===== config.mk =====
export PLATFORM = sky130hd
export DESIGN_NAME = pipe_stage_reg_flat
export DESIGN_NICKNAME = d
export VERILOG_FILES = /design/src/rtl/pipe_stage_reg_pkg.sv /design/src/rtl/pipe_stage_reg_if.sv /design/src/rtl/pipe_stage_reg_skid_buf.sv /design/src/rtl/pipe_stage_reg.sv /design/src/flat_wrapper.sv
export SDC_FILE = /design/constraint.sdc
export NUM_CORES = 1
export LEC_CHECK = 0
export ABC_AREA = 1
export CAP_MARGIN = 20
export CORE_MARGIN = 10
export CORE_UTILIZATION = 40
export CTS_CLUSTER_SIZE = 40
export DETAILED_ROUTE_END_ITERATION = 16
export HOLD_SLACK_MARGIN = 0.12
export PLACE_DENSITY = 0.86
export SLEW_MARGIN = 5
export SYNTH_ARGS = -nofsm -noshare
export SYNTH_HDL_FRONTEND = slang
export SYNTH_SLANG_ARGS = --single-unit

===== constraint.sdc =====
create_clock -name clk -period 1.3 [get_ports clk]
set_clock_uncertainty 0.1 [all_clocks]
set_input_delay 0.325 -clock clk [delete_from_list [all_inputs] [get_ports clk]]
set_output_delay 0.325 -clock clk [all_outputs]
set_load 0.01 [all_outputs]

===== src/rtl/pipe_stage_reg_pkg.sv =====
// Shared constants for the pipeline-boundary register: modes, stall-bit owners, stage NOPs.
package pipe_stage_reg_pkg;

  localparam int unsigned PSR_MODE_STALL = 0;
  localparam int unsigned PSR_MODE_SKID  = 1;

  // Stall-vector bit owned by each stage; a boundary register uses its upstream stage's bit.
  localparam int unsigned PSR_STG_IF  = 1;
  localparam int unsigned PSR_STG_ID  = 2;
  localparam int unsigned PSR_STG_EX  = 3;
  localparam int unsigned PSR_STG_MEM = 4;
  localparam int unsigned PSR_STG_WB  = 5;

  localparam int unsigned PSR_OCC_W = 2;
  localparam int unsigned PSR_NOP_W = 32;

  // IF/ID bubble is a real no-op instruction (addi x0,x0,0); later stages zero their fields.
  localparam logic [PSR_NOP_W-1:0] PSR_NOP_IF_ID  = 32'h0000_0013;
  localparam logic [PSR_NOP_W-1:0] PSR_NOP_ID_EX  = '0;
  localparam logic [PSR_NOP_W-1:0] PSR_NOP_EX_MEM = '0;
  localparam logic [PSR_NOP_W-1:0] PSR_NOP_MEM_WB = '0;

  typedef enum logic [2:0] {
    PSR_SKC_HOLD,
    PSR_SKC_DRAIN_SKID,
    PSR_SKC_POP_REFILL,
    PSR_SKC_FILL_MAIN,
    PSR_SKC_FILL_SKID
  } psr_skid_sel_e;

  function automatic logic [PSR_OCC_W-1:0] psr_occ(input logic main_v, input logic skid_v);
    return PSR_OCC_W'(main_v) + PSR_OCC_W'(skid_v);
  endfunction

endpackage


===== src/rtl/pipe_stage_reg_if.sv =====
// Upstream/downstream handshake bundle of one pipeline boundary register.
interface pipe_stage_reg_if #(
  parameter int unsigned DATA_W = 32
) ();

  logic              in_valid;
  logic              in_ready;
  logic [DATA_W-1:0] in_data;
  logic              out_valid;
  logic              out_ready;
  logic [DATA_W-1:0] out_data;
  logic [1:0]        occupancy;

  modport master (
    output in_valid, in_data, out_ready,
    input  in_ready, out_valid, out_data, occupancy
  );

  modport slave (
    input  in_valid, in_data, out_ready,
    output in_ready, out_valid, out_data, occupancy
  );

endinterface


===== src/rtl/pipe_stage_reg_skid_buf.sv =====
// Two-entry skid buffer: main entry drives the output, skid entry absorbs one beat of backpressure.
module pipe_stage_reg_skid_buf
  import pipe_stage_reg_pkg::*;
#(
  parameter int unsigned       DATA_W    = 32,
  parameter logic [DATA_W-1:0] NOP_VALUE = '0
) (
  input  logic                 clk,
  input  logic                 rst,
  input  logic                 flush,
  input  logic                 in_valid_i,
  output logic                 in_ready_o,
  input  logic [DATA_W-1:0]    in_data_i,
  output logic                 out_valid_o,
  input  logic                 out_ready_i,
  output logic [DATA_W-1:0]    out_data_o,
  output logic [PSR_OCC_W-1:0] occupancy_o
);

  logic                 main_valid_q, main_valid_d;
  logic [DATA_W-1:0]    main_data_q,  main_data_d;
  logic                 skid_valid_q, skid_valid_d;
  logic [DATA_W-1:0]    skid_data_q,  skid_data_d;
  logic [PSR_OCC_W-1:0] occ_q,        occ_d;

  logic          acc_c;
  logic          pop_c;
  psr_skid_sel_e sel_c;

  // in_ready depends only on the skid register, never on out_ready.
  assign in_ready_o = !skid_valid_q && rst && !flush;
  assign acc_c      = in_valid_i && in_ready_o;
  assign pop_c      = main_valid_q && out_ready_i;

  always_comb begin
    sel_c = PSR_SKC_HOLD;
    if (pop_c && skid_valid_q)        sel_c = PSR_SKC_DRAIN_SKID;
    else if (pop_c)                   sel_c = PSR_SKC_POP_REFILL;
    else if (acc_c && !main_valid_q)  sel_c = PSR_SKC_FILL_MAIN;
    else if (acc_c)                   sel_c = PSR_SKC_FILL_SKID;
  end

  always_comb begin
    main_valid_d = main_valid_q;
    main_data_d  = main_data_q;
    skid_valid_d = skid_valid_q;
    skid_data_d  = skid_data_q;
    case (sel_c)
      PSR_SKC_DRAIN_SKID: begin
        main_data_d  = skid_data_q;
        skid_valid_d = 1'b0;
      end
      PSR_SKC_POP_REFILL: begin
        main_data_d  = in_data_i;
        main_valid_d = acc_c;
      end
      PSR_SKC_FILL_MAIN: begin
        main_data_d  = in_data_i;
        main_valid_d = 1'b1;
      end
      PSR_SKC_FILL_SKID: begin
        skid_data_d  = in_data_i;
        skid_valid_d = 1'b1;
      end
      default: ;
    endcase
    occ_d = psr_occ(main_valid_d, skid_valid_d);
  end

  always_ff @(posedge clk) begin
    if (!rst || flush) begin
      main_valid_q <= 1'b0;
      main_data_q  <= NOP_VALUE;
      skid_valid_q <= 1'b0;
      skid_data_q  <= NOP_VALUE;
      occ_q        <= '0;
    end else begin
      main_valid_q <= main_valid_d;
      main_data_q  <= main_data_d;
      skid_valid_q <= skid_valid_d;
      skid_data_q  <= skid_data_d;
      occ_q        <= occ_d;
    end
  end

  assign out_valid_o = main_valid_q;
  assign out_data_o  = main_data_q;
  assign occupancy_o = occ_q;

  a_skid_needs_main: assert property (@(posedge clk) disable iff (!rst)
    skid_valid_q |-> main_valid_q);

  a_out_stable: assert property (@(posedge clk) disable iff (!rst)
    (main_valid_q && !out_ready_i && !flush) |=> $stable(main_data_q));

endmodule


===== src/rtl/pipe_stage_reg.sv =====
// Parametrised pipeline boundary register: legacy stall-vector latch or valid/ready skid buffer.
module pipe_stage_reg
  import pipe_stage_reg_pkg::*;
#(
  parameter int unsigned       DATA_W    = 32,
  parameter int unsigned       MODE      = PSR_MODE_STALL,
  parameter int unsigned       STALL_W   = 6,
  parameter int unsigned       STAGE_IDX = PSR_STG_ID,
  parameter logic [DATA_W-1:0] NOP_VALUE = '0
) (
  input  logic               clk,
  input  logic               rst,
  input  logic               flush,
  input  logic [STALL_W-1:0] stall,
  pipe_stage_reg_if.slave    bus
);

  logic                 in_ready_c;
  logic                 out_valid;
  logic [DATA_W-1:0]    out_data;
  logic [PSR_OCC_W-1:0] occupancy;

  // Each mode leaves some of stall/out_ready unread.
  logic unused_ok;
  assign unused_ok = ^{stall, bus.out_ready};

  if (MODE == PSR_MODE_SKID) begin : g_skid
    pipe_stage_reg_skid_buf #(
      .DATA_W   (DATA_W),
      .NOP_VALUE(NOP_VALUE)
    ) u_skid_buf (
      .clk        (clk),
      .rst        (rst),
      .flush      (flush),
      .in_valid_i (bus.in_valid),
      .in_ready_o (in_ready_c),
      .in_data_i  (bus.in_data),
      .out_valid_o(out_valid),
      .out_ready_i(bus.out_ready),
      .out_data_o (out_data),
      .occupancy_o(occupancy)
    );
  end else begin : g_stall
    logic              su;
    logic              sd;
    logic              out_valid_q, out_valid_d;
    logic [DATA_W-1:0] out_data_q,  out_data_d;

    assign su = stall[STAGE_IDX];
    assign sd = stall[STAGE_IDX+1];

    // Upstream stalled alone -> bubble; both stalled -> hold; otherwise load (even invalid data).
    always_comb begin
      out_valid_d = out_valid_q;
      out_data_d  = out_data_q;
      if (su && !sd) begin
        out_valid_d = 1'b0;
        out_data_d  = NOP_VALUE;
      end else if (!su) begin
        out_valid_d = bus.in_valid;
        out_data_d  = bus.in_data;
      end
    end

    always_ff @(posedge clk) begin
      if (!rst || flush) begin
        out_valid_q <= 1'b0;
        out_data_q  <= NOP_VALUE;
      end else begin
        out_valid_q <= out_valid_d;
        out_data_q  <= out_data_d;
      end
    end

    assign in_ready_c = !su && rst && !flush;
    assign out_valid  = out_valid_q;
    assign out_data   = out_data_q;
    assign occupancy  = PSR_OCC_W'(out_valid_q);
  end

  assign bus.in_ready  = in_ready_c;
  assign bus.out_valid = out_valid;
  assign bus.out_data  = out_data;
  assign bus.occupancy = occupancy;

endmodule


===== src/flat_wrapper.sv =====
// flat-port wrapper written by rule: the top's interface ports become plain ports
module pipe_stage_reg_flat import pipe_stage_reg_pkg::*;
#(
  parameter int unsigned       DATA_W    = 32,
  parameter int unsigned       MODE      = PSR_MODE_STALL,
  parameter int unsigned       STALL_W   = 6,
  parameter int unsigned       STAGE_IDX = PSR_STG_ID,
  parameter logic [DATA_W-1:0] NOP_VALUE = '0
)
  (clk, rst, flush, stall, bus_in_valid, bus_in_data, bus_out_ready, bus_in_ready, bus_out_valid, bus_out_data, bus_occupancy);
  pipe_stage_reg_if #(.DATA_W(DATA_W)) bus_i ();
  input  logic clk;
  input  logic rst;
  input  logic flush;
  input  logic [STALL_W-1:0] stall;
  input wire logic [$bits(bus_i.in_valid)-1:0] bus_in_valid;
  input wire logic [$bits(bus_i.in_data)-1:0] bus_in_data;
  input wire logic [$bits(bus_i.out_ready)-1:0] bus_out_ready;
  output wire logic [$bits(bus_i.in_ready)-1:0] bus_in_ready;
  output wire logic [$bits(bus_i.out_valid)-1:0] bus_out_valid;
  output wire logic [$bits(bus_i.out_data)-1:0] bus_out_data;
  output wire logic [$bits(bus_i.occupancy)-1:0] bus_occupancy;
  assign bus_i.in_valid = bus_in_valid;
  assign bus_i.in_data = bus_in_data;
  assign bus_i.out_ready = bus_out_ready;
  assign bus_in_ready = bus_i.in_ready;
  assign bus_out_valid = bus_i.out_valid;
  assign bus_out_data = bus_i.out_data;
  assign bus_occupancy = bus_i.occupancy;
  pipe_stage_reg #(.DATA_W(DATA_W), .MODE(MODE), .STALL_W(STALL_W), .STAGE_IDX(STAGE_IDX), .NOP_VALUE(NOP_VALUE)) u_core (.clk(clk), .rst(rst), .flush(flush), .stall(stall), .bus(bus_i));
endmodule

* After elaboration in Yosys (flattened, before gate mapping)
Cells that the tools add are included.
** Word-level totals
- Bits in registers :: 33
- Input port bits :: 43
- Output and inout port bits :: 36
- Logic and storage cells :: 11
** Operators by class
- Reduce and logical (&&, ||, !) cells :: 9
** Operator list (count)
- $logic_not 1->1 :: 4
- $logic_and 1x1->1 :: 3
- $reduce_or 2->1 :: 1
- $logic_or 1x1->1 :: 1

* Longest topological paths before layout
- Word-level depth :: 3
- Mapped depth :: 6
- Depth with buffers taken out :: 4

* Worst setup path before layout
No wires, ideal clock.
- Path kind :: input port to output port
- Start :: in stall[2]
- End :: out bus_in_ready
- Arrival time :: 0.992 ns
- Data required time :: 0.875 ns
- Setup slack :: -0.117 ns
- Stages on the path :: 4
- Buffers on the path :: 3
- Path through :: buf_6 -> buf_6 -> buf_6 -> nor3_1
** On the way
- Word-level cells in the longest chain between the ends :: 3
** RTL lines
- start: declaration :: RTL line flat_wrapper.sv:15 : input logic [STALL_W-1:0] stall;
- $logic_not 1->1
- $logic_and 1x1->1 (2 in series) :: RTL line pipe_stage_reg.sv:75 : assign in_ready_c = !su && rst && !flush;
- end: declaration :: RTL line flat_wrapper.sv:19 : output wire logic [$bits(bus_i.in_ready)-1:0] bus_in_ready;
Every way passes these cells.

* Final worst setup path
- Start :: reg u_core.g_stall.out_data_q[30], in the netlist u_core.bus.out_data[30]
- End :: out bus_out_data[30]
** RTL lines
- start: declaration :: RTL line pipe_stage_reg.sv:47 : logic [DATA_W-1:0] out_data_q, out_data_d;
- start signal: assignment :: RTL line pipe_stage_reg.sv:71 : out_data_q <= out_data_d;
- end: declaration :: RTL line flat_wrapper.sv:21 : output wire logic [$bits(bus_i.out_data)-1:0] bus_out_data;
No word-level cell between the ends.

==> load_flow_metrics.sql <==
INSERT INTO impl_metrics (metric_group, metric, value, unit) VALUES
('sta', 'period_needed', '1.278', 'ns'),
('global_routing', 'global_route.overflow_total', '0', ''),
('critical_path', 'critical_path_end_type', 'primary output', ''),
('logic_synthesis', 'synth.avg_cell_area', '6.206', 'sq um'),
('critical_path', 'cp_num_cells', '1', ''),
('routing', 'detail_route.wl_per_cell', '10.39', 'microns'),
('floorplan', 'floorplan.core_area', '0.003716', 'sq mm'),
('cts', 'ctsLongestPathBuffers', '2', ''),
('cts', 'clk_root_buffer_cell', 'clkbuf_8', ''),
('routing', 'wirelength_met1', '1473', 'microns'),
('logic_synthesis', 'yosysWarningCount', '0', ''),
('routing', 'drc_errors', '0', ''),
('cts', 'clock_tree.htree_level_count', '2', ''),
('run_status', 'run_status', 'completed', ''),
('critical_path', 'path_buf_inv', '1', ''),
('floorplan', 'initial_utilization', '0.4192', ''),
('power', 'power.ir.vdd_worst', '0.8772', 'mV'),
('routing', 'top_layer_used', 'met4', ''),
('routing', 'routed-wl-met3', '516', 'microns'),
('routing', 'dr.pass1.iters', '3', ''),
('cts', 'worst_skew_pair.late_latency', '0.28', 'ns'),
('cells_and_area', 'final_core_utilization', '0.6232', ''),
('place', 'portBuffers', '72', ''),
('logic_synthesis', 'post-synth-top-count-cell', 'nor2_1', ''),
('logic_synthesis', 'synth_area', '0.001558', 'sq mm'),
('sta', 'total_negative_slack_for_setup_checks', '0', 'ns'),
('logic_synthesis', 'synth_seq_cells', '33', ''),
('critical_path', 'type_of_the_worst_setup_path', 'flip-flop to primary output', ''),
('sta', 'grt_setup_unrepaired', 'false', ''),
('sta', 'setup_viol', '0', ''),
('critical_path', 'r2r.worst_path.cells', '4', ''),
('power', 'cell_pwr_density', '1082', 'mW/mm^2'),
('cells_and_area', 'number_of_filler_cells_placed_in_the_layout', '354', ''),
('logic_synthesis', 'number_of_enable_type_register_cells_in_the_synthesized_netlist', '0', ''),
('logic_synthesis', 'yosys-top-cells-count', 'nor2_1 (90), inv_1 (68), nand2_1 (35)', ''),
('critical_path', 'cpPeakStageDelay', '0.33', 'ns'),
('global_routing', 'antenna_found_initial', '0', ''),
('run', 'drv_cap', '0', ''),
('logic_synthesis', 'post-synth-top-area-cell', 'dfxtp_1', ''),
('global_routing', 'first_pass_grt_wire_length', '6016', 'microns'),
('cells_and_area', 'finish.instance_area', '0.002316', 'sq mm'),
('cells_and_area', 'antennaDiodeCount', '0', ''),
('routing', 'antenna_violating_nets_post_route', '0', ''),
('global_routing', 'track_usage', '0.1150', ''),
('routing', 'first_drt_iteration_drcs', '56', ''),
('logic_synthesis', 'syn_inst', '251', ''),
('floorplan', 'dieHeight', '82.41', 'microns'),
('logic_synthesis', 'synth.distinct_cells', '10', ''),
('logic_synthesis', 'synth.area.top_cells', 'dfxtp_1 (42%), nor2_1 (22%), inv_1 (16%), nand2_1 (8.4%), nor2_2 (4.0%)', ''),
('worst_hold_path', 'number_of_cells_on_the_worst_hold_path', '4', ''),
('routing', 'totalWireLength', '3864', 'microns'),
('global_routing', 'grt_max_degree', '35', ''),
('routing', 'route.met2.wl', '1828', 'microns'),
('sta', 'maximum_clock_frequency', '0.7824', 'GHz'),
('critical_path', 'crit_slowest_cell', 'dfxtp_1', ''),
('cells_and_area', 'num-nets-final', '366', ''),
('floorplan', 'die-area', '0.006791', 'sq mm'),
('cells_and_area', 'flow.area_growth_from_synthesis', '48.67', '%'),
('floorplan', 'num_io_pins', '79', ''),
('critical_path', 'required', '0.88', 'ns'),
('logic_synthesis', 'postSynth.asyncResetShare', '0', ''),
('place', 'dpl_cell_area', '0.002288', 'sq mm'),
('worst_hold_path', 'hold_class', 'flip-flop to flip-flop', ''),
('critical_path', 'arrival', '0.85', 'ns'),
('routing', 'vias', '1466', ''),
('logic_synthesis', 'net_count_synth', '294', ''),
('logic_synthesis', 'dominantRegCellSynth', 'dfxtp_1', ''),
('cts', 'cts.clk_slew.worst_paths', '0.06', 'ns'),
('logic_synthesis', 'synth_largest_type_area_fraction', '0.4241', ''),
('critical_path', 'worst-path-max-fanout', '2', ''),
('floorplan', 'die-width', '82.41', 'microns');
==> stage by stage <==
step	total power (uW)	hold WS, ns	worst slack [ns]	instances
detailed placement	1431	0.4326	-0.6879	364
floorplan	1250	0.4433	0.007337	251
finish	2506	0.4442	0.02185	372
global route	2615	0.4879	0.0002223	372
CTS	2552	0.4508	0.0003522	372
global placement	1423	0.4258	-0.6428	364
==> registers in the layout (all words and copies together), names as in the netlist <==
name / cells
u_core.bus.out_valid: 1
u_core.bus.out_data: 32
==> path summary, 6_finish.rpt <==
check,from,endpoint,slack (ns)
max,u_core.bus.out_data[30],bus_out_data[30],0.02
min,u_core.bus.out_data[5],u_core.bus.out_data[5],0.44
max reg2reg,u_core.bus.out_data[1],u_core.bus.out_data[1],0.53
min reg2reg,u_core.bus.out_data[5],u_core.bus.out_data[5],0.44
==> where the power goes <==
part | switching (uW) | internal, uW
Sequential | 12.3 | 1040
Clock | 363 | 761
Combinational | 154 | 177
Total | 529 | 1980
==> area by class of cell <==
type,count,area [sq um],area share
tap,48,60.06,0.02593
inverter,68,255.2,0.1102
timing repair buffer,78,648.1,0.2798
clock buffer,5,68.82,0.02971
sequential,33,666.9,0.2880
multi-input combinational,137,551.8,0.2382
clock inverter,3,65.06,0.02809
==> cells by family after synthesis <==
kind of cell	share of synthesized area
buffers and inverters	0.2289
flip-flops	0.4241
other	0.002407
AND/OR/NAND/NOR	0.3446
==> cell usage in the layout, fill, tap and decap left out, types with 2 or more instances in the layout <==
cell type	instances
inv_1	67
buf_2	10
dfxtp_1	28
nor2_1	90
bufinv_16	2
clkdlybuf4s50_1	34
nand2_1	35
nor2_2	10
clkdlybuf4s15_1	2
clkbuf_8	5
clkdlybuf4s15_2	10
dfxtp_2	5
buf_4	6
clkbuf_2	16
==> per-layer routing <==
| layer | up-vias | track usage |
|---|---|---|
| met3 | 6 | 0.06479 |
| met2 | 49 | 0.1998 |
| met4 | 0 | 0.05102 |
| li1 | 816 | - |
| met5 | - | 0 |
| met1 | 595 | 0.1086 |
==> repair_timing <==
item / 4_1_cts / 5_1_grt
gates resized for setup: 97 / 27
endpoints found under the hold margin: 0 / 0
pin swaps: 0 / 1
cloned: 0 / 0
setup endpoints to repair: 68 / 26
Note: power is estimated with default switching activity, not from simulation.
